### config.mk
export PLATFORM = sky130hd
export DESIGN_NAME = kmc_npr_arb
export DESIGN_NICKNAME = d
export VERILOG_FILES = /design/src/rtl/kmc_npr_arb_pkg.sv /design/src/rtl/kmc_npr_rrpick.sv /design/src/rtl/kmc_npr_arb.sv
export SDC_FILE = /design/constraint.sdc
export NUM_CORES = 1
export LEC_CHECK = 0
export CAP_MARGIN = 20
export CORE_AREA = 4 4 58 47
export CTS_CLUSTER_SIZE = 16
export DETAILED_ROUTE_END_ITERATION = 8
export DIE_AREA = 0 0 62 51
export PLACE_DENSITY = 0.91
export SLEW_MARGIN = 20
export SYNTH_ARGS = -nofsm -noshare
export SYNTH_HDL_FRONTEND = slang
export SYNTH_SLANG_ARGS = --single-unit
### constraint.sdc
create_clock -name clk -period 3.4 [get_ports clk]
set_input_delay 0.51 -clock clk [delete_from_list [all_inputs] [get_ports clk]]
set_output_delay 0.51 -clock clk [all_outputs]
set_load 0.005 [all_outputs]
### src/rtl/kmc_npr_arb_pkg.sv
// kmc_npr_arb_pkg: shared types and constants for the KMC11 NPR arbiter.
// Build option: KMCNPRARB_RR_EN selects round-robin (default fixed priority).
package kmc_npr_arb_pkg;

  typedef enum logic [1:0] {
    IDLE = 2'd0,
    REQ  = 2'd1,
    WAIT = 2'd2,
    DROP = 2'd3
  } nprState_t;

  // Default hold limit, in cycles after acknowledge.
  localparam int HOLDMAX_DEF = 1024;

  // Width of the hold counter.
  localparam int CNT_W = 12;

endpackage

### src/rtl/kmc_npr_rrpick.sv
// kmc_npr_rrpick: rotate-then-priority-encode picker. The search starts at
// ptr and wraps upward; the first asserted request wins. With ptr tied to 0
// it degenerates to a fixed lowest-index-wins encoder.
// Build option: none here (KMCNPRARB_RR_EN is handled by the top).
module kmc_npr_rrpick #(
  parameter int NREQ = 4,
  parameter int IW   = 2
) (
  input  logic [NREQ-1:0] req,
  input  logic [IW-1:0]   ptr,
  output logic [IW-1:0]   idx,
  output logic            valid
);

  int          cand;
  logic [IW-1:0] candIdx;

  // Walk offsets from farthest to nearest so the nearest asserted one sticks.
  always_comb begin
    idx     = '0;
    valid   = |req;
    cand    = 0;
    candIdx = '0;
    for (int i = NREQ - 1; i >= 0; i--) begin
      cand = int'(ptr) + i;
      if (cand >= NREQ) cand = cand - NREQ;
      candIdx = IW'(cand);
      if (req[candIdx]) idx = candIdx;
    end
  end

endmodule

### src/rtl/kmc_npr_arb.sv
// kmc_npr_arb: shares the single KS10 backplane NPR master port among NREQ
// device-side requesters. One winner at a time gets a single upstream bus
// request, a one-cycle ack, and then holds the grant until it releases or
// the hold timer forces it out.
// Build option: define KMCNPRARB_RR_EN for round-robin selection; otherwise
// fixed priority (lowest index wins) and no rotate pointer is built.
module kmc_npr_arb
  import kmc_npr_arb_pkg::*;
#(
  parameter int NREQ    = 4,
  parameter int HOLDMAX = HOLDMAX_DEF
) (
  input  logic                      clk,
  input  logic                      rst,
  input  logic [NREQ-1:0]           reqI,
  output logic [NREQ-1:0]           ackO,
  output logic                      busREQO,
  input  logic                      busACKI,
  output logic [$clog2(NREQ)-1:0]   grantIDX,
  output logic                      busyO,
  output logic                      errO
);

  localparam int IW = $clog2(NREQ);

  nprState_t         state, stateN;
  logic [CNT_W-1:0]  cnt, cntN;
  logic [IW-1:0]     grantN;
  logic [NREQ-1:0]   ackN;
  logic              busReqN;
  logic              errN;
  logic [IW-1:0]     ptr;
  logic [IW-1:0]     pickIdx;
  logic              pickValid;
  logic              winnerReq;
  logic              grantTaken;

  assign winnerReq  = reqI[grantIDX];
  // The single event that advances the rotate pointer: a real grant.
  assign grantTaken = (state == REQ) && winnerReq && busACKI;

`ifdef KMCNPRARB_RR_EN
  // Rotate pointer: next search starts just past the last acknowledged winner.
  always_ff @(posedge clk) begin
    if (rst)
      ptr <= '0;
    else if (grantTaken)
      ptr <= (grantIDX == IW'(NREQ - 1)) ? '0 : grantIDX + 1'b1;
  end
`else
  assign ptr = '0;
`endif

  kmc_npr_rrpick #(
    .NREQ (NREQ),
    .IW   (IW)
  ) uPick (
    .req   (reqI),
    .ptr   (ptr),
    .idx   (pickIdx),
    .valid (pickValid)
  );

  // Next-state and next-output decode; every output is registered below.
  always_comb begin
    stateN  = state;
    cntN    = cnt;
    grantN  = grantIDX;
    ackN    = '0;
    busReqN = busREQO;
    errN    = 1'b0;
    case (state)
      IDLE: begin
        if (pickValid) begin
          grantN  = pickIdx;
          busReqN = 1'b1;
          stateN  = REQ;
        end
      end
      REQ: begin
        // Abort has priority over a coincident upstream ack.
        if (!winnerReq) begin
          busReqN = 1'b0;
          stateN  = IDLE;
        end else if (busACKI) begin
          ackN[grantIDX] = 1'b1;
          busReqN        = 1'b0;
          cntN           = CNT_W'(HOLDMAX);
          stateN         = WAIT;
        end
      end
      WAIT: begin
        if (!winnerReq) begin
          stateN = IDLE;
        end else if (cnt == '0) begin
          errN   = 1'b1;
          stateN = DROP;
        end else begin
          cntN = cnt - 1'b1;
        end
      end
      DROP: begin
        // Keep the timed-out port out until it lets go of its request.
        if (!winnerReq) stateN = IDLE;
      end
      default: stateN = IDLE;
    endcase
  end

  // State and output registers.
  always_ff @(posedge clk) begin
    if (rst) begin
      state    <= IDLE;
      cnt      <= CNT_W'(HOLDMAX);
      grantIDX <= '0;
      ackO     <= '0;
      busREQO  <= 1'b0;
      busyO    <= 1'b0;
      errO     <= 1'b0;
    end else begin
      state    <= stateN;
      cnt      <= cntN;
      grantIDX <= grantN;
      ackO     <= ackN;
      busREQO  <= busReqN;
      busyO    <= (stateN != IDLE);
      errO     <= errN;
    end
  end

endmodule

; ---- Word level (Yosys, flattened, before mapping)
; Index checks and enable logic that the tools add are counted.
[op_classes]
multipliers = 0
reduce_logical = 12
shift = 0
order_cmp = 2
div = 0
n_addsub = 1
n_eq_ne = 9
bitwise = 4
mux = 25
[ops]
columns = cell, count
row1 = $mux 12, 4
row2 = $pmux 12 s2, 1
row3 = $mux 2, 10
row4 = $logic_not 12->1, 1
row5 = $sub 12x1->12 const B, 1
row6 = $ne 2x2->1 const B, 5
row7 = $pmux 2 s4, 1
row8 = $reduce_or 4->1, 2
row9 = $mux 1, 6
row10 = $reduce_bool 2->1, 3
row11 = $reduce_and 5->1, 1
row12 = $eq 2x2->1 const B, 2
row13 = $not 1->1, 4
row14 = $lt 2x3->1 const B, 1
row15 = $ne 3x3->1 const B, 1
row16 = $reduce_and 3->1, 1
row17 = $reduce_or 3->1, 1
row18 = $bmux 1 s2, 1
row19 = $demux 1 s2, 1
row20 = $eq 2x1->1 const B, 1
row21 = $ge 2x1->1 const B, 1
row22 = $logic_not 2->1, 1
row23 = $pmux 1 s2, 1
row24 = $reduce_and 2->1, 1
row25 = $logic_and 1x1->1, 1
[totals]
mem_bits_rw = 0
mem_count = 0
wordCells = 60
output_inout_bits = 9
mem_bits_ro = 0
input_bits = 7
latch_bits = 0
ff_bits = 23

; ---- Depth between registers and ports, before layout
[depth]
depth_word = 5
depth_mapped = 7
mapped_depth_nobuf = 6

; ---- By module
; Synthesis repeated with hierarchy kept, for this count alone.
[hier_totals]
cells_unflattened = 144
hier_area_um2 = 1216.2
[by_module_without_submodules]
columns = mod, instances, area_per_inst_um2, cells_per_inst
row1 = kmc_npr_arb, 1, 1138.6, 131
row2 = kmc_npr_rrpick, 1, 77.6, 13

; ---- Worst setup path after synthesis
; OpenSTA, ideal clock, no wires.
[synth_timing]
path_type = input to register
from = in reqI[3]
to = reg cnt[8]
path_buffers = 1
slack_ps = 1600
cell_stages = 5
t_arrival_ps = 1728
required_ps = 3328
path_cell_list = mux4_2 a31oi_2 buf_2 nand2b_1 mux2i_1
[synth_via]
elab_chain_cells = 4
word_cells_on_any_way = 5
[synth_rtl]
columns = item, line
row1 = from (decl), kmc_npr_arb.sv:15  ; input logic [NREQ-1:0] reqI,
row2 = $bmux 1 s2 (*), kmc_npr_arb.sv:38  ; assign winnerReq = reqI[grantIDX];
row3 = $mux 1 (not written as such) (*), kmc_npr_arb.sv:38
row4 = $ne 2x2->1 (no source line), -
row5 = $reduce_and 5->1 (no source line) (*), -
row6 = to (signal assigned), kmc_npr_arb.sv:114  ; cnt <= CNT_W'(HOLDMAX);
row7 = to (signal assigned), kmc_npr_arb.sv:122  ; cnt <= cntN;
row8 = to (decl), kmc_npr_arb.sv:27  ; logic [CNT_W-1:0] cnt, cntN;
; Every way passes the cells marked *; elsewhere a longest branch is shown, timed or not. The select of a mux whose other input is x is not followed.
; A chain may end at the register's enable or synchronous reset.

; ---- Worst setup path after layout
[layout_timing]
from = in reqI[2]
to = reg cnt[6]
; The elaborated chain is that of the path after synthesis.

==> out/qor.txt <==
run status -> completed
CTS Sinks -> 23
Achievable Freq -> 0.428 GHz
sequential power share -> 0.523
Hold Crit Class -> reg -> reg
Reg clk slew, reported paths -> 0.12 ns
Layout area overhead -> 13.0%
Design Power -> 0.000604 W
Clock Latency Late Sink -> 0.30 ns
WHS Endpoint -> busREQO$_SDFFE_PP0P_
FF-to-FF End -> cnt[8]$_SDFFE_PP0P_
total track usage -> 0.178
final HPWL from detailed placement -> 1950 microns
pin count of the biggest net entering global routing -> 19
Clock Skew -> 0.00201 ns
Design Area, Final -> 1350 sq um
first-pass iteration count of the detailed router -> 4
setup tns final -> 0 ns
Synth Flop Type -> dfxtp_1
met2 Use GR -> 0.297
dpl ws -> 0.758 ns
unrepaired setup endpoints after global routing -> false
total congestion overflow -> 0
drt total wl -> 2550 microns
layout cell share with drive strength beyond 1 -> 0.0552
most frequent cells in the layout -> dfxtp_1 (23), clkdlybuf4s50_1 (15), nand2_1 (13), nand2b_1 (13)
crit path capture type -> register
Final Hold Violating Endpoints -> 0
io pins -> 16
DRC -> 0
Worst R2R Start -> cnt[2]$_SDFFE_PP0P_
post-route ant nets -> 0
Placed Area -> 1320 sq um
number of fill cells in the layout -> 182
Unique masters post-synth -> 38
global-route wire length before repair -> 4210 microns
commonest non-fill, non-tap cell in the layout -> dfxtp_1
maximum vdd drop -> 246 uV
met1 usage -> 0.222
Req. time, crit path -> 3.64 ns
Post CTS Setup Buffer Count -> 0
final worst-path cycle share -> 0.687
crit-path max FO -> 18
Mapped Cells -> 134
post-DR vias/cell -> 6.08
switching portion of total power -> 0.316
Die ar. -> 3160 sq um
TritonCTS clock tree -> built
Row Count -> 15
starting density of the core -> 0.544
#FFs+latches synth -> 23
Syn Area/Cell -> 8.91 sq um
die boundary height -> 51 microns
Cell Area, Synth -> 1190 sq um
Seq/Total Area, Yosys -> 0.386
internal power -> 0.000413 W
Initial DRC Count -> 40
maxcap violations -> 0
Slew @ Worst Pin -> 0.757 ns
I/O Buffers -> 15
Clock power frac -> 0.203
R2R setup slack -> 1.20 ns
number of synthesized flops with an enable pin -> 0
htree depth -> 1
GRT Max-Usage Layer -> met2
Setup Crit Path Kind -> in -> reg
final setup violation count -> 0
Comb pwr share -> 0.274
Placed Cells incl. Taps -> 166
GR Util met3 -> 0.0379
CORE AREA -> 2200 sq um
FF-to-FF path depth -> 4
Clock Tree Buf Depth -> 2
n_diodes -> 0
nets@finish -> 154
CP arrival -> 2.57 ns
YS warnings -> 0
switching pwr -> 0.000191 W
number of global-route vias before repair -> 961
via count of the routed design -> 1033
final std cells w/o fill -> 170
Rel. slew slack -> 0.493
Mapped Nets -> 142
setup slack after layout -> 1.06 ns
startpoint types -> primary input
total power per unit cell area -> 448 nW/um^2
WHS Path Cells -> 2
Leak -> 0.490 nW
cts bufs inserted -> 3
CTS Root Cell -> clkbuf_4
hold path startpoint -> busREQO$_SDFFE_PP0P_
Resized Gates After CTS -> 0
Placer Congestion -> 0.834
initial antenna violation count -> 0
Tmin final -> 2.34 ns
max-slew violation count -> 0
Async SR Flop Fraction -> 0
die width -> 62 microns
Wirelength per Cell -> 15.0 microns
Hold-fix buffers, CTS -> 0
-- cells by family after synthesis --
family | after synthesis | synth area share
adder cells (fa/ha/maj) | 1 | 0.0105
buffers and inverters | 14 | 0.0629
AND/OR/NAND/NOR | 61 | 0.278
AO/OA/AOI/OAI | 25 | 0.169
multiplexers | 10 | 0.0943
flip-flops | 23 | 0.386
-- state kept, by name (all words and copies together), names as in the netlist --
signal	cells
cnt	12
ackO	4
grantIDX	2
state	2
busREQO	1
busyO	1
errO	1
-- cells in the mapped netlist (2+ instances only) --
cell / number / area (sq um)
dfxtp_1: 23 / 460
nand2_1: 13 / 48.8
nand2b_1: 13 / 81.3
mux2i_1: 9 / 90.1
nor2_1: 9 / 33.8
a21oi_1: 8 / 40.0
inv_1: 6 / 22.5
nor3_1: 6 / 30.0
nor4_1: 4 / 25.0
buf_2: 3 / 15.0
nand3_1: 3 / 15.0
nor2b_1: 3 / 18.8
a2111oi_0: 2 / 17.5
a221oi_1: 2 / 17.5
and3_1: 2 / 12.5
buf_6: 2 / 22.5
clkbuf_1: 2 / 7.51
nand4b_1: 2 / 17.5
o31ai_1: 2 / 15.0
or3_1: 2 / 12.5
-- how the worst max path moves through the flow --
stage            start                  end  slack [ns]
6_report       reqI[2]  cnt[6]$_SDFFE_PP0P_        1.06
5_1_grt        reqI[2]  cnt[5]$_SDFFE_PP0P_        0.94
4_1_cts        reqI[2]  cnt[8]$_SDFFE_PP0P_        1.09
3_5_place_dp   reqI[2]  cnt[8]$_SDFFE_PP0P_        0.76
3_3_place_gp   reqI[2]  cnt[4]$_SDFFE_PP0P_        0.88
2_1_floorplan  reqI[3]  cnt[8]$_SDFFE_PP0P_        1.60
-- cell type report --
type	instances	area [sq um]	share of cell area
Tap cell	25	31.3	0.0232
Clock buffer	4	26.3	0.0195
Inverter	6	22.5	0.0167
Multi-Input combinational cell	97	658	0.488
Sequential cell	23	460	0.341
Timing Repair Buffer	15	150	0.111
-- metal layers --
layer,vias up,part of all wire
met5,-,0
met4,0,0.021
met3,6,0.045
met2,25,0.49
met1,494,0.44
li1,508,-
-- worst max-delay path: stages --
cell             delay, ns
clkdlybuf4s50_1       0.46
mux4_2                0.61
a31oi_2               0.69
nand2_1               0.14
mux2i_1               0.16
-- power groups by stage --
stage	logic [W]	clock network (W)	registers [W]
floorplan	0.000131	0	0.000312
global placement	0.000160	0	0.000319
detailed placement	0.000164	0	0.000321
CTS	0.000165	0.000128	0.000315
global route	0.000183	0.000141	0.000320
finish	0.000166	0.000123	0.000316
-- stage by stage --
step	hold slack, ns	utilization
after floorplan	0.445	-
after global placement	0.463	0.602
after detailed placement	0.473	0.602
after CTS	0.492	0.614
after global routing	0.516	0.614
final	0.491	0.614
Note: power is estimated with default switching activity, not from simulation.
